$ cat config.mk
export PLATFORM = sky130hd
export DESIGN_NAME = mouse_pos_tracker_flat
export DESIGN_NICKNAME = d
export VERILOG_FILES = /design/src/rtl/mouse_pos_tracker_if.sv /design/src/rtl/mouse_pos_tracker.sv /design/src/flat_wrapper.sv
export SDC_FILE = /design/constraint.sdc
export NUM_CORES = 1
export LEC_CHECK = 0
export BUFFER_PORTS_ARGS = -buffer_cell sky130_fd_sc_hd__buf_2
export CORE_ASPECT_RATIO = 1.25
export CORE_MARGIN = 2
export CORE_UTILIZATION = 53
export CTS_CLUSTER_SIZE = 8
export DETAILED_ROUTE_END_ITERATION = 10
export PLACE_DENSITY = 0.82
export SLEW_MARGIN = 20
export SYNTH_ARGS = -nofsm -noshare
export SYNTH_HDL_FRONTEND = slang
export SYNTH_SLANG_ARGS = --single-unit
export TNS_END_PERCENT = 50
$ cat constraint.sdc
create_clock -name clk -period 3.75 [get_ports clk]
set_clock_uncertainty 0.15 [all_clocks]
set_input_delay 0 -clock clk [delete_from_list [all_inputs] [get_ports clk]]
set_output_delay 0 -clock clk [all_outputs]
set_load 0.05 [all_outputs]
$ cat src/rtl/mouse_pos_tracker_if.sv
// Packet-in / position-out bundle between the PS/2 packet decoder and mouse_pos_tracker.
// The master side is the decoder plus the display logic; the slave side is the tracker.
interface mouse_pos_tracker_if #(
  parameter int unsigned W     = 10,
  parameter int unsigned N_LED = 8
);
  logic [8:0]       xm;
  logic [8:0]       ym;
  logic [2:0]       btnm;
  logic             m_done_tick;
  logic [W-1:0]     x_pos;
  logic [W-1:0]     y_pos;
  logic             frozen;
  logic [2:0]       btn_press;
  logic             upd_tick;
  logic [N_LED-1:0] led;

  modport master (
    output xm, ym, btnm, m_done_tick,
    input  x_pos, y_pos, frozen, btn_press, upd_tick, led
  );

  modport slave (
    input  xm, ym, btnm, m_done_tick,
    output x_pos, y_pos, frozen, btn_press, upd_tick, led
  );
endinterface

$ cat src/rtl/mouse_pos_tracker.sv
// Cursor X/Y tracker fed by decoded PS/2 packets, with presets, freeze and an LED indicator.
// Optional macro MOUSE_TRK_ACCEL_EN doubles deltas with magnitude >= 16.
module mouse_pos_tracker #(
  parameter int unsigned W     = 10,
  parameter int unsigned N_LED = 8,
  parameter int unsigned SAT   = 1,
  parameter int unsigned BAR   = 0
) (
  input logic               clk,
  input logic               reset,
  mouse_pos_tracker_if.slave bus
);

  localparam int unsigned LW = $clog2(N_LED);
  // Wide enough for a doubled 9-bit delta even when W is small, so clamping stays exact.
  localparam int unsigned CW = (W + 2 > 12) ? W + 2 : 12;
  localparam logic [W-1:0]          PMAX   = '1;
  localparam logic signed [CW-1:0]  SMAX   = {{(CW-W){1'b0}}, PMAX};
  localparam logic signed [CW-1:0]  ACC_TH = CW'(16);

  logic [W-1:0]     r_x;
  logic [W-1:0]     r_y;
  logic             r_frozen;
  logic [2:0]       r_btn_prev;
  logic [2:0]       r_btn_press;
  logic             r_upd;

  logic [2:0]       w_press;
  logic [W-1:0]     w_x_nxt;
  logic [W-1:0]     w_y_nxt;
  logic [LW-1:0]    w_k;
  logic [N_LED-1:0] w_led;

  function automatic logic [W-1:0] f_step(input logic [W-1:0] pos, input logic [8:0] d);
    logic signed [CW-1:0] w_d;
    logic signed [CW-1:0] w_sum;
    w_d = {{(CW-9){d[8]}}, d};
`ifdef MOUSE_TRK_ACCEL_EN
    if (w_d >= ACC_TH || w_d <= -ACC_TH) begin
      w_d = w_d <<< 1;
    end
`endif
    w_sum = w_d + {{(CW-W){1'b0}}, pos};
    if (SAT != 0) begin
      if (w_sum < 0) begin
        return '0;
      end
      if (w_sum > SMAX) begin
        return PMAX;
      end
    end
    return w_sum[W-1:0];
  endfunction

  always_comb begin
    w_press = bus.btnm & ~r_btn_prev;
    w_x_nxt = r_x;
    w_y_nxt = r_y;
    if (bus.btnm[0]) begin
      w_x_nxt = '0;
      w_y_nxt = '0;
    end else if (bus.btnm[1]) begin
      w_x_nxt = PMAX;
      w_y_nxt = PMAX;
    end else if (!r_frozen) begin
      w_x_nxt = f_step(r_x, bus.xm);
      w_y_nxt = f_step(r_y, bus.ym);
    end
  end

  always_ff @(posedge clk or negedge reset) begin
    if (!reset) begin
      r_x         <= '0;
      r_y         <= '0;
      r_frozen    <= 1'b0;
      r_btn_prev  <= '0;
      r_btn_press <= '0;
      r_upd       <= 1'b0;
    end else begin
      r_upd <= bus.m_done_tick;
      if (bus.m_done_tick) begin
        r_x         <= w_x_nxt;
        r_y         <= w_y_nxt;
        r_frozen    <= r_frozen ^ w_press[2];
        r_btn_prev  <= bus.btnm;
        r_btn_press <= w_press;
      end else begin
        r_btn_press <= '0;
      end
    end
  end

  // LED index is the top log2(N_LED) bits of x; index 0 lights the MSB LED.
  always_comb begin
    w_k   = r_x[W-1 -: LW];
    w_led = '0;
    for (int i = 0; i < int'(N_LED); i++) begin
      if (BAR != 0) begin
        w_led[i] = (i >= int'(N_LED) - 1 - int'(w_k));
      end else begin
        w_led[i] = (i == int'(N_LED) - 1 - int'(w_k));
      end
    end
  end

  assign bus.x_pos     = r_x;
  assign bus.y_pos     = r_y;
  assign bus.frozen    = r_frozen;
  assign bus.btn_press = r_btn_press;
  assign bus.upd_tick  = r_upd;
  assign bus.led       = w_led;

endmodule

$ cat src/flat_wrapper.sv
// flat-port wrapper written by rule: the top's interface ports become plain ports
module mouse_pos_tracker_flat 
#(
  parameter int unsigned W     = 10,
  parameter int unsigned N_LED = 8,
  parameter int unsigned SAT   = 1,
  parameter int unsigned BAR   = 0
)
  (clk, reset, bus_xm, bus_ym, bus_btnm, bus_m_done_tick, bus_x_pos, bus_y_pos, bus_frozen, bus_btn_press, bus_upd_tick, bus_led);
  mouse_pos_tracker_if #(.W(W), .N_LED(N_LED)) bus_i ();
  input logic clk;
  input logic reset;
  input wire logic [$bits(bus_i.xm)-1:0] bus_xm;
  input wire logic [$bits(bus_i.ym)-1:0] bus_ym;
  input wire logic [$bits(bus_i.btnm)-1:0] bus_btnm;
  input wire logic [$bits(bus_i.m_done_tick)-1:0] bus_m_done_tick;
  output wire logic [$bits(bus_i.x_pos)-1:0] bus_x_pos;
  output wire logic [$bits(bus_i.y_pos)-1:0] bus_y_pos;
  output wire logic [$bits(bus_i.frozen)-1:0] bus_frozen;
  output wire logic [$bits(bus_i.btn_press)-1:0] bus_btn_press;
  output wire logic [$bits(bus_i.upd_tick)-1:0] bus_upd_tick;
  output wire logic [$bits(bus_i.led)-1:0] bus_led;
  assign bus_i.xm = bus_xm;
  assign bus_i.ym = bus_ym;
  assign bus_i.btnm = bus_btnm;
  assign bus_i.m_done_tick = bus_m_done_tick;
  assign bus_x_pos = bus_i.x_pos;
  assign bus_y_pos = bus_i.y_pos;
  assign bus_frozen = bus_i.frozen;
  assign bus_btn_press = bus_i.btn_press;
  assign bus_upd_tick = bus_i.upd_tick;
  assign bus_led = bus_i.led;
  mouse_pos_tracker #(.W(W), .N_LED(N_LED), .SAT(SAT), .BAR(BAR)) u_core (.clk(clk), .reset(reset), .bus(bus_i));
endmodule
==> qor.csv <==
metric,value,unit
r2r_start,u_core.bus.x_pos[0],
grt_overflow_total,0,
gp_congestion,0.844,
setup_viol,0,
tns,0,ns
worstMarginPinSlew,0.709,ns
crit_chain,"ha_1, inv_1, fa_1, nor2b_4, o31a_1, o31a_1, o31a_1, mux2i_1, o31ai_2, a221o_1",
rrSetupSlack,0.73,ns
finalPower,2.25,mW
clk_latency,0.27,ns
avgSynthCellArea,9.31,sq um
antenna_found_initial,0,
drive_gt1_share,23.4,%
cpPeakStageDelay,0.50,ns
yosys-top-cells-area,"dfrtp_1 32%, ha_1 12%, nand2_1 3.9%, a21oi_1 3.9%, a221o_1 3.6%",
worst_hold_slack,0.0268,ns
hold_viol_final,0,
startpoint_type,flop,
drcViolationCount,0,
numPortBuffers,56,
synth_edf_count,0,
ys_ff_latch,28,
fmax,331,MHz
cts_root_buffer,clkbuf_8,
synth.most_common_cell,dfrtp_1,
core_area,0.00403,sq mm
grt_max_degree,29,
syn-cell-area,0.00221,sq mm
synth-async-reset-ratio,100,%
synthCells,237,
cpMaxStageDelayCell,o31ai_2,
cts_tree,done,
reg2reg_depth,10,
critPathRequiredTime,3.81,ns
drt_pass1_iterations,4,
power.density,839,mW/mm^2
hold_path_depth,3,
drtAntennaViolNets,0,
antenna_cells,0,
ir_worst_vdd,434,uV
initial_core_util,54.7,%
path_clk_slew,0.10,ns
yosysTopAreaCell,dfrtp_1,
cts_made_buffers,3,
fin_crit,3.02,ns
crit_fanout,8,
ys_seq_area_share,31.7,%
htree_levels,1,
area_delta_synth_final,21.7,%
ys.flop_type,dfrtp_1,
power_leakage,1.35,nW
clk_path_buf_depth,2,
min_path_type,in -> reg,
arrival,3.09,ns
max_slew_margin,52.8,%
wirelength,4880,um
die_x,61.7,um
yosysWarnings,0,
max_cap_violations,0,
vias_per_cell,5.70,
fillers,371,
synth_nets,285,
reg2reg_to,u_core.bus.x_pos[9],
grt_setup_unrepaired,false,
dp_hpwl,3700,um
io_pins,57,
gr-usage-all-layers,21.9,%
wire_per_inst,13.8,um
report.final.slew_viol_count,0,
synthTopCellsByCount,"28 x dfrtp_1, 23 x nand2_1, 22 x ha_1",
min_to,u_core.bus.x_pos[0],
grt_pass1_vias,1947,
yosysUniqueCellTypes,46,
synth_top_area_share,31.7,%
crit_top_cell,o31a_1,
hold_start,bus_xm[8],
dieArea,0.00470,sq mm
die_h,76.2,um
num_vias,2024,
fin_crit_sh,80.6,%
grt_pass1_wl,8160,um
rows,26,
num-nets-final,348,
critPathCaptureType,flop,
status,"finished, final reports clean",
cts.sinks,28,
crit_type,reg -> reg,
dr.first_iter.drc_count,102,
-- placed cells by master (no fill, tap or decap), types with 5 or more instances in the layout --
cell / instances
xnor2_1: 8
buf_2: 56
nor3_1: 5
a221o_1: 8
inv_1: 16
dlygate4sd3_1: 7
xor2_1: 8
o311ai_1: 8
nand2b_1: 5
nor2_1: 11
dfrtp_1: 28
nand2_1: 23
o21ai_0: 14
a21oi_1: 17
o21a_1: 7
ha_1: 22
-- flip-flops by register name, indices dropped and copies added (netlist names) --
signal	cells
u_core.r_btn_prev	3
u_core.bus.upd_tick	1
u_core.bus.frozen	1
u_core.bus.x_pos	10
u_core.bus.btn_press	3
u_core.bus.y_pos	10
-- metrics by stage --
step,instance area [sq um],cells,worst slack (ns),utilization [%]
6_report,2690,355,0.726,66.6
5_1_grt,2690,355,0.527,66.6
4_1_cts,2690,355,0.719,66.6
3_5_place_dp,2540,344,0.762,63.1
3_3_place_gp,2540,344,0.776,63.1
2_1_floorplan,2210,237,0.794,-
-- layout make-up --
| cell class | count | area [sq um] | share of cell area, % |
|---|---|---|---|
| sequential | 28 | 701 | 26.1 |
| timing repair buffer | 65 | 365 | 13.6 |
| multi-input combinational | 186 | 1420 | 52.8 |
| inverter | 16 | 60.1 | 2.24 |
| tap | 56 | 70.1 | 2.61 |
| clock inverter | 1 | 30.0 | 1.12 |
| clock buffer | 3 | 41.3 | 1.54 |
-- timing repair --
item | CTS | global route
hold buffers | 7 | 0
hold endpoints to repair | 39 | 0
endpoints found under the setup margin | 0 | 0
buffers inserted | 0 | 0
resized for setup | 0 | 0
-- metal layers --
layer,vias to the layer above,wire length [um],GRT usage (%)
li1,1005,-,-
met1,983,2040,26.0
met2,34,2670,40.2
met3,2,161,2.04
met4,0,18,5.32
met5,-,0,0
-- kinds of logic after synthesis --
group	share of synthesized area, %
flops	31.7
mux	1.42
fa+ha+maj	14.3
buf+inv	3.97
xor+xnor	6.35
simple gates	13.8
compound gates	28.5
-- how the worst max path moves through the flow --
stage,startpoint,end,cells after the start
finish,u_core.bus.x_pos[0],u_core.bus.x_pos[9],10
global route,u_core.bus.x_pos[0],u_core.bus.x_pos[5],10
CTS,u_core.bus.x_pos[0],u_core.bus.x_pos[9],10
detailed placement,u_core.bus.x_pos[0],u_core.bus.x_pos[9],10
global placement,u_core.bus.x_pos[0],u_core.bus.x_pos[4],10
floorplan,u_core.bus.x_pos[0],u_core.bus.x_pos[9],10
-- critical path, delay by kind of cell (launching register included) --
family / cells / cell delay, ns
buf+inv: 1 / 0.08
compound gates: 5 / 1.60
mux: 1 / 0.15
fa+ha+maj: 2 / 0.49
flops: 1 / 0.42
simple gates: 1 / 0.05
-- power by group --
part           internal (mW)  switching (mW)  leakage [nW]
registers              0.401           0.108         0.355
clock network          0.143          0.0955        0.0357
logic                  0.513           0.993         0.964
Note: power is estimated with default switching activity, not from simulation.
